**src/rtl/trng_conditioner.sv**
```systemverilog
`default_nettype none
// ---------------------------------------------------------------------------
// trng_conditioner: synchronise and sample a ring-oscillator bit, von Neumann
// debias it, pack into bytes on valid/ready; repetition-count health test.
// Revision: 1.0
// ---------------------------------------------------------------------------
module trng_conditioner #(
  parameter int SYNC_STAGES = 2,
  parameter int SAMPLE_DIV  = 4,
  parameter int REP_LIMIT   = 32
) (
  input  logic       clk,
  input  logic       rst_n,
  input  logic       en,
  input  logic       rnd_raw,
  input  logic       fault_clr,
  input  logic       byte_ready,
  output logic [7:0] byte_out,
  output logic       byte_valid,
  output logic       fault
);

  localparam int DIV_W = (SAMPLE_DIV > 1) ? $clog2(SAMPLE_DIV) : 1;
  localparam int REP_W = $clog2(REP_LIMIT + 1);
  localparam logic [DIV_W-1:0] DIV_LAST = DIV_W'(SAMPLE_DIV - 1);
  localparam logic [REP_W-1:0] REP_MAX  = REP_W'(REP_LIMIT);

  typedef enum logic [0:0] {
    PAIR_FIRST  = 1'b0,
    PAIR_SECOND = 1'b1
  } pair_state_t;

  logic [SYNC_STAGES-1:0] r_sync;
  logic [DIV_W-1:0]       r_div;
  pair_state_t            r_pair, w_pair;
  logic                   r_first, w_first;
  logic [REP_W-1:0]       r_rep, w_rep;
  logic                   r_last, w_last;
  logic                   r_fault, w_fault;
  logic [7:0]             r_sr, w_sr;
  logic [3:0]             r_cnt, w_cnt;
  logic [7:0]             r_out, w_out;
  logic                   r_valid, w_valid;
  logic                   w_s;
  logic                   w_strobe;
  logic                   w_emit;
  logic                   w_load;

  assign w_s      = r_sync[SYNC_STAGES-1];
  assign w_strobe = en && (r_div == DIV_LAST);

  always_ff @(posedge clk or negedge rst_n) begin
    if (!rst_n) begin
      r_sync <= '0;
      r_div  <= '0;
    end else begin
      r_sync <= {r_sync[SYNC_STAGES-2:0], rnd_raw};
      if (!en || w_strobe) r_div <= '0;
      else                 r_div <= r_div + 1'b1;
    end
  end

  // Repetition-count health test; a clear overrides a same-cycle detection.
  always_comb begin
    w_rep   = r_rep;
    w_last  = r_last;
    w_fault = r_fault;
    if (w_strobe) begin
      if (w_s != r_last)        w_rep = REP_W'(1);
      else if (r_rep != REP_MAX) w_rep = r_rep + 1'b1;
      w_last = w_s;
      if (w_rep == REP_MAX) w_fault = 1'b1;
    end
    if (fault_clr) begin
      w_fault = 1'b0;
      w_rep   = '0;
    end
  end

  // Von Neumann pair extractor.
  always_comb begin
    w_pair  = r_pair;
    w_first = r_first;
    w_emit  = 1'b0;
    if (!en || r_fault || fault_clr) begin
      w_pair = PAIR_FIRST;
    end else if (w_strobe) begin
      case (r_pair)
        PAIR_FIRST: begin
          w_first = w_s;
          w_pair  = PAIR_SECOND;
        end
        PAIR_SECOND: begin
          w_emit = (w_s != r_first);
          w_pair = PAIR_FIRST;
        end
        default: w_pair = PAIR_FIRST;
      endcase
    end
  end

  assign w_load = (r_cnt == 4'd8) && (!r_valid || byte_ready) && !r_fault;

  // Packing and holding register; a bit emitted during a load starts the next byte.
  always_comb begin
    w_sr    = r_sr;
    w_cnt   = r_cnt;
    w_out   = r_out;
    w_valid = r_valid;
    if (r_valid && byte_ready) w_valid = 1'b0;
    if (w_load) begin
      w_out   = r_sr;
      w_valid = 1'b1;
      w_cnt   = '0;
    end
    if (w_emit && (w_cnt != 4'd8)) begin
      w_sr  = {r_sr[6:0], r_first};
      w_cnt = w_cnt + 1'b1;
    end
    if (w_fault) begin
      w_sr    = '0;
      w_cnt   = '0;
      w_valid = 1'b0;
    end
  end

  always_ff @(posedge clk or negedge rst_n) begin
    if (!rst_n) begin
      r_pair  <= PAIR_FIRST;
      r_first <= 1'b0;
      r_rep   <= '0;
      r_last  <= 1'b0;
      r_fault <= 1'b0;
      r_sr    <= '0;
      r_cnt   <= '0;
      r_out   <= '0;
      r_valid <= 1'b0;
    end else begin
      r_pair  <= w_pair;
      r_first <= w_first;
      r_rep   <= w_rep;
      r_last  <= w_last;
      r_fault <= w_fault;
      r_sr    <= w_sr;
      r_cnt   <= w_cnt;
      r_out   <= w_out;
      r_valid <= w_valid;
    end
  end

  assign byte_out   = r_out;
  assign byte_valid = r_valid;
  assign fault      = r_fault;

endmodule
`default_nettype wire

```
**config.mk**
```make
export PLATFORM = sky130hd
export DESIGN_NAME = trng_conditioner
export DESIGN_NICKNAME = d
export VERILOG_FILES = /design/src/rtl/trng_conditioner.sv
export SDC_FILE = /design/constraint.sdc
export NUM_CORES = 1
export LEC_CHECK = 0
export CORE_AREA = 5 5 58 60
export DETAILED_ROUTE_END_ITERATION = 12
export DIE_AREA = 0 0 63 65
export DONT_BUFFER_PORTS = 1
export HOLD_SLACK_MARGIN = 0.12
export PLACE_DENSITY = 0.83
export SETUP_SLACK_MARGIN = 0.02
export SYNTH_ARGS = -nofsm -noshare
export SYNTH_HDL_FRONTEND = slang
export SYNTH_SLANG_ARGS = --single-unit
```
**constraint.sdc**
```tcl
create_clock -name clk -period 6.4 [get_ports clk]
set_input_delay 0.64 -clock clk [delete_from_list [all_inputs] [get_ports clk]]
set_output_delay 0.64 -clock clk [all_outputs]
set_load 0.01 [all_outputs]
```
==> summary.md <==
| Metric | Value |
|---|---|
| Worst skew pair latency | `340 ps` |
| P_int | `0.0003663 W` |
| Root Driver | `clkbuf_4` |
| Worst min-delay path class | `input pin to register` |
| CP max stage cell | `a221oi_4` |
| Period utilization | `0.3855` |
| Lkg Pwr | `0.8306 nW` |
| Drt pass-1 iters | `5` |
| Final nets | `174` |
| Fin cells | `196` |
| Core Rows | `20` |
| Worst Setup End Kind | `register` |
| Switching share of power | `0.2276` |
| Post-route ant nets | `0` |
| Synth cell types | `37` |
| Layout cells sized above 1 | `0.1411` |
| Syn Nets | `169` |
| Synth Register Bits | `35` |
| Clk slew on worst S/H paths | `110 ps` |
| Post-synth top flop | `dfrtp_1` |
| Average cell area after synthesis | `10.83 µm²` |
| Hold path endpoint | `r_sync[0]` |
| Initial Util | `0.5909` |
| Worst slew margin | `0.5857` |
| WL/cell | `16.12 µm` |
| CTS-repair resized insts | `0` |
| CTS tree | `yes` |
| Cells on worst reg2reg path | `5` |
| Post-layout util | `0.6413` |
| Routed Wire Length | `3.160 mm` |
| Number of vias per cell | `6.041` |
| Overflow after GRT | `0` |
| Worst Setup Path Type | `register to register` |
| Final WS setup | `3933 ps` |
| RSZ-0062 raised after global routing | `no` |
| Status | `finished clean` |
| Reg2Reg Launch Point | `r_rep[2]` |
| Hold WS | `324.1 ps` |
| Crit path launch type | `register` |
| Worst Hold Depth | `0` |
| Core ar. | `2878 µm²` |
| GRT Util Overall | `0.1750` |
| Maximum number of pins on one net before global-route repair | `36` |
| Setup Viol. Count Final | `0` |
| MaxCap Viol Count | `0` |
| Antenna violations before repair | `0` |
| First-pass GRT wire length | `5.547 mm` |
| Via count | `1184` |
| Setup TNS Final | `0 ps` |
| Final Slew Violations | `0` |
| Yosys warns | `0` |
| Clock power share | `0.418` |
| CP cell instances | `or3_4 > or3_1 > a221o_1 > a221oi_4 > nor2_1` |
| Layout area overhead | `8.536%` |
| Critical path fanouts, max | `14` |
| Switch Pwr | `0.0001079 W` |
| FMAX | `405.3 MHz` |
| Number of synthesized flops with an enable pin | `0` |
| H-tree depth | `2` |
| FF-to-FF End | `r_sr[0]` |
| Die area | `4095 µm²` |
| Slowest stage delay, CP | `570 ps` |
| Cell Pwr Density | `256.9 nW/µm²` |
| Kind of cell with the highest combined delay on the critical path | `compound AO/OA/AOI/OAI gates` |
| Max Clock Skew | `9.576 ps` |
| CTS sink cnt | `35` |
| Combinational Power Share | `0.080` |
| Hpwl dp | `2.140 mm` |
| Seq pwr share | `0.502` |
| Synthesized area | `1700 µm²` |
| Max VDD drop | `0.2156 mV` |
| Final hold viol count | `0` |
| Crit path required time | `6610 ps` |
| Antenna diode instance count | `0` |
| Cells after Synth | `157` |
| Num ports | `16` |
| Place WS | `3954 ps` |
| Worst hold start | `rnd_raw` |
| Placed Cells incl. Taps | `186` |
| Measured slew at the worst slew-check pin | `621.5 ps` |
| Sequential area share after synthesis | `0.5151` |
| CP Buf/Inv Count | `0` |
| Die Y | `65 µm` |
| R2R Setup Slk | `3930 ps` |
| Clock Tree Buf Depth | `2` |
| CTS Buf Count | `5` |
| Post-synth ARST share | `1.000` |
| GP Congestion | `0.8608` |
| CP arrival | `2680 ps` |
| Port bufs | `0` |
| Die W | `63 µm` |
| Vias in the first global route | `1173` |
| # DRC | `0` |
| Period minus WS final | `2467 ps` |
| DR iter-0 viols | `39` |
## flip-flops by register name, indices dropped and copies added (netlist names)
register    flops
byte_out        8
r_sr            8
r_rep           6
r_cnt           4
r_div           2
r_sync          2
byte_valid      1
fault           1
r_first         1
r_last          1
r_pair          1
## power by group through the flow
stage | sequential, W | clock [W] | combinational, W
after floorplan | 0.000241 | 0 | 0.0000263
after global placement | 0.000242 | 0 | 0.0000293
after detailed placement | 0.000243 | 0 | 0.0000313
after CTS | 0.000238 | 0.000201 | 0.0000379
after global routing | 0.000239 | 0.000213 | 0.0000437
final | 0.000238 | 0.000198 | 0.0000380
## routing by layer
metal,vias up,routed length (µm),global-route usage,share of wire
met2,48,1486,0.2551,0.47
met1,567,1416,0.2348,0.45
met3,6,208,0.05546,0.066
met5,-,0,0,0
met4,0,48,0.08488,0.015
li1,563,-,-,-
## cells by family after synthesis
logic type / synth area share
muxes: 0.1067
DFF: 0.5151
AOI/OAI and AO/OA: 0.1001
and+or+nand+nor: 0.1648
xor gates and xnor gates: 0.03091
buffers and inverters: 0.03826
adders and majority gates: 0.04415
## cell usage in the layout, fill, tap and decap left out, drive strengths merged, types with 2 or more instances in the layout
master,n
a21oi,6
a31oi,2
buf,2
bufinv,2
clkbuf,5
dfrtp,35
ha,6
inv,7
mux2,9
mux2i,8
nand2,13
nand3,5
nand3b,2
nand4,2
nor2,17
nor3,3
nor4,3
o21ai,10
or3,5
xnor2,3
xor2,3
## per-stage QoR
stage / power (W) / cell area (µm²)
2_1_floorplan: 0.0002670 / 1700
3_3_place_gp: 0.0002710 / 1710
3_5_place_dp: 0.0002739 / 1710
4_1_cts: 0.0004774 / 1846
5_1_grt: 0.0004960 / 1846
6_report: 0.0004742 / 1846
## synthesized netlist by cell type (2+ instances only)
master | n | area (µm²)
mux2i_1 | 8 | 80.08
or3_1 | 3 | 18.77
xnor2_1 | 3 | 26.28
buf_6 | 2 | 22.52
o21ai_0 | 10 | 50.05
xor2_1 | 3 | 26.28
dfrtp_1 | 35 | 875.8
nand3b_1 | 2 | 15.01
nand3_1 | 5 | 25.02
nor3_1 | 3 | 15.01
inv_1 | 7 | 26.28
a31oi_1 | 2 | 12.51
nand4_1 | 2 | 12.51
nor4_1 | 3 | 18.77
ha_1 | 6 | 75.07
nor2_1 | 17 | 63.81
nand2_1 | 13 | 48.80
a21oi_1 | 6 | 30.03
mux2_2 | 9 | 101.4
## what timing repair did
item,in CTS,in global routing
endpoints found under the hold margin,35,0
hold buffers,2,0
setup buffers,0,0
## area by class of cell
cell class                      count  area, µm²
Multi-Input combinational cell    110      759.5
Sequential cell                    35      875.8
Timing Repair Buffer                3      37.54
Clock inverter                      3      67.56
Tap cell                           33      41.29
Clock buffer                        5      37.54
Fill cell                         211       1032
Inverter                            7      26.28
## worst max-delay path by stage
| stage | startpoint | endpoint | slack, ps | cells after the start |
|---|---|---|---|---|
| floorplan | fault_clr | r_sr[7] | 4010 | 7 |
| global placement | r_rep[2] | r_sr[0] | 4030 | 5 |
| detailed placement | r_rep[2] | r_sr[1] | 3950 | 5 |
| CTS | r_rep[2] | r_sr[6] | 3940 | 5 |
| global route | r_rep[2] | r_sr[1] | 3800 | 5 |
| finish | r_rep[2] | r_sr[0] | 3930 | 5 |
No activity file was read; power rests on OpenSTA's default activity.
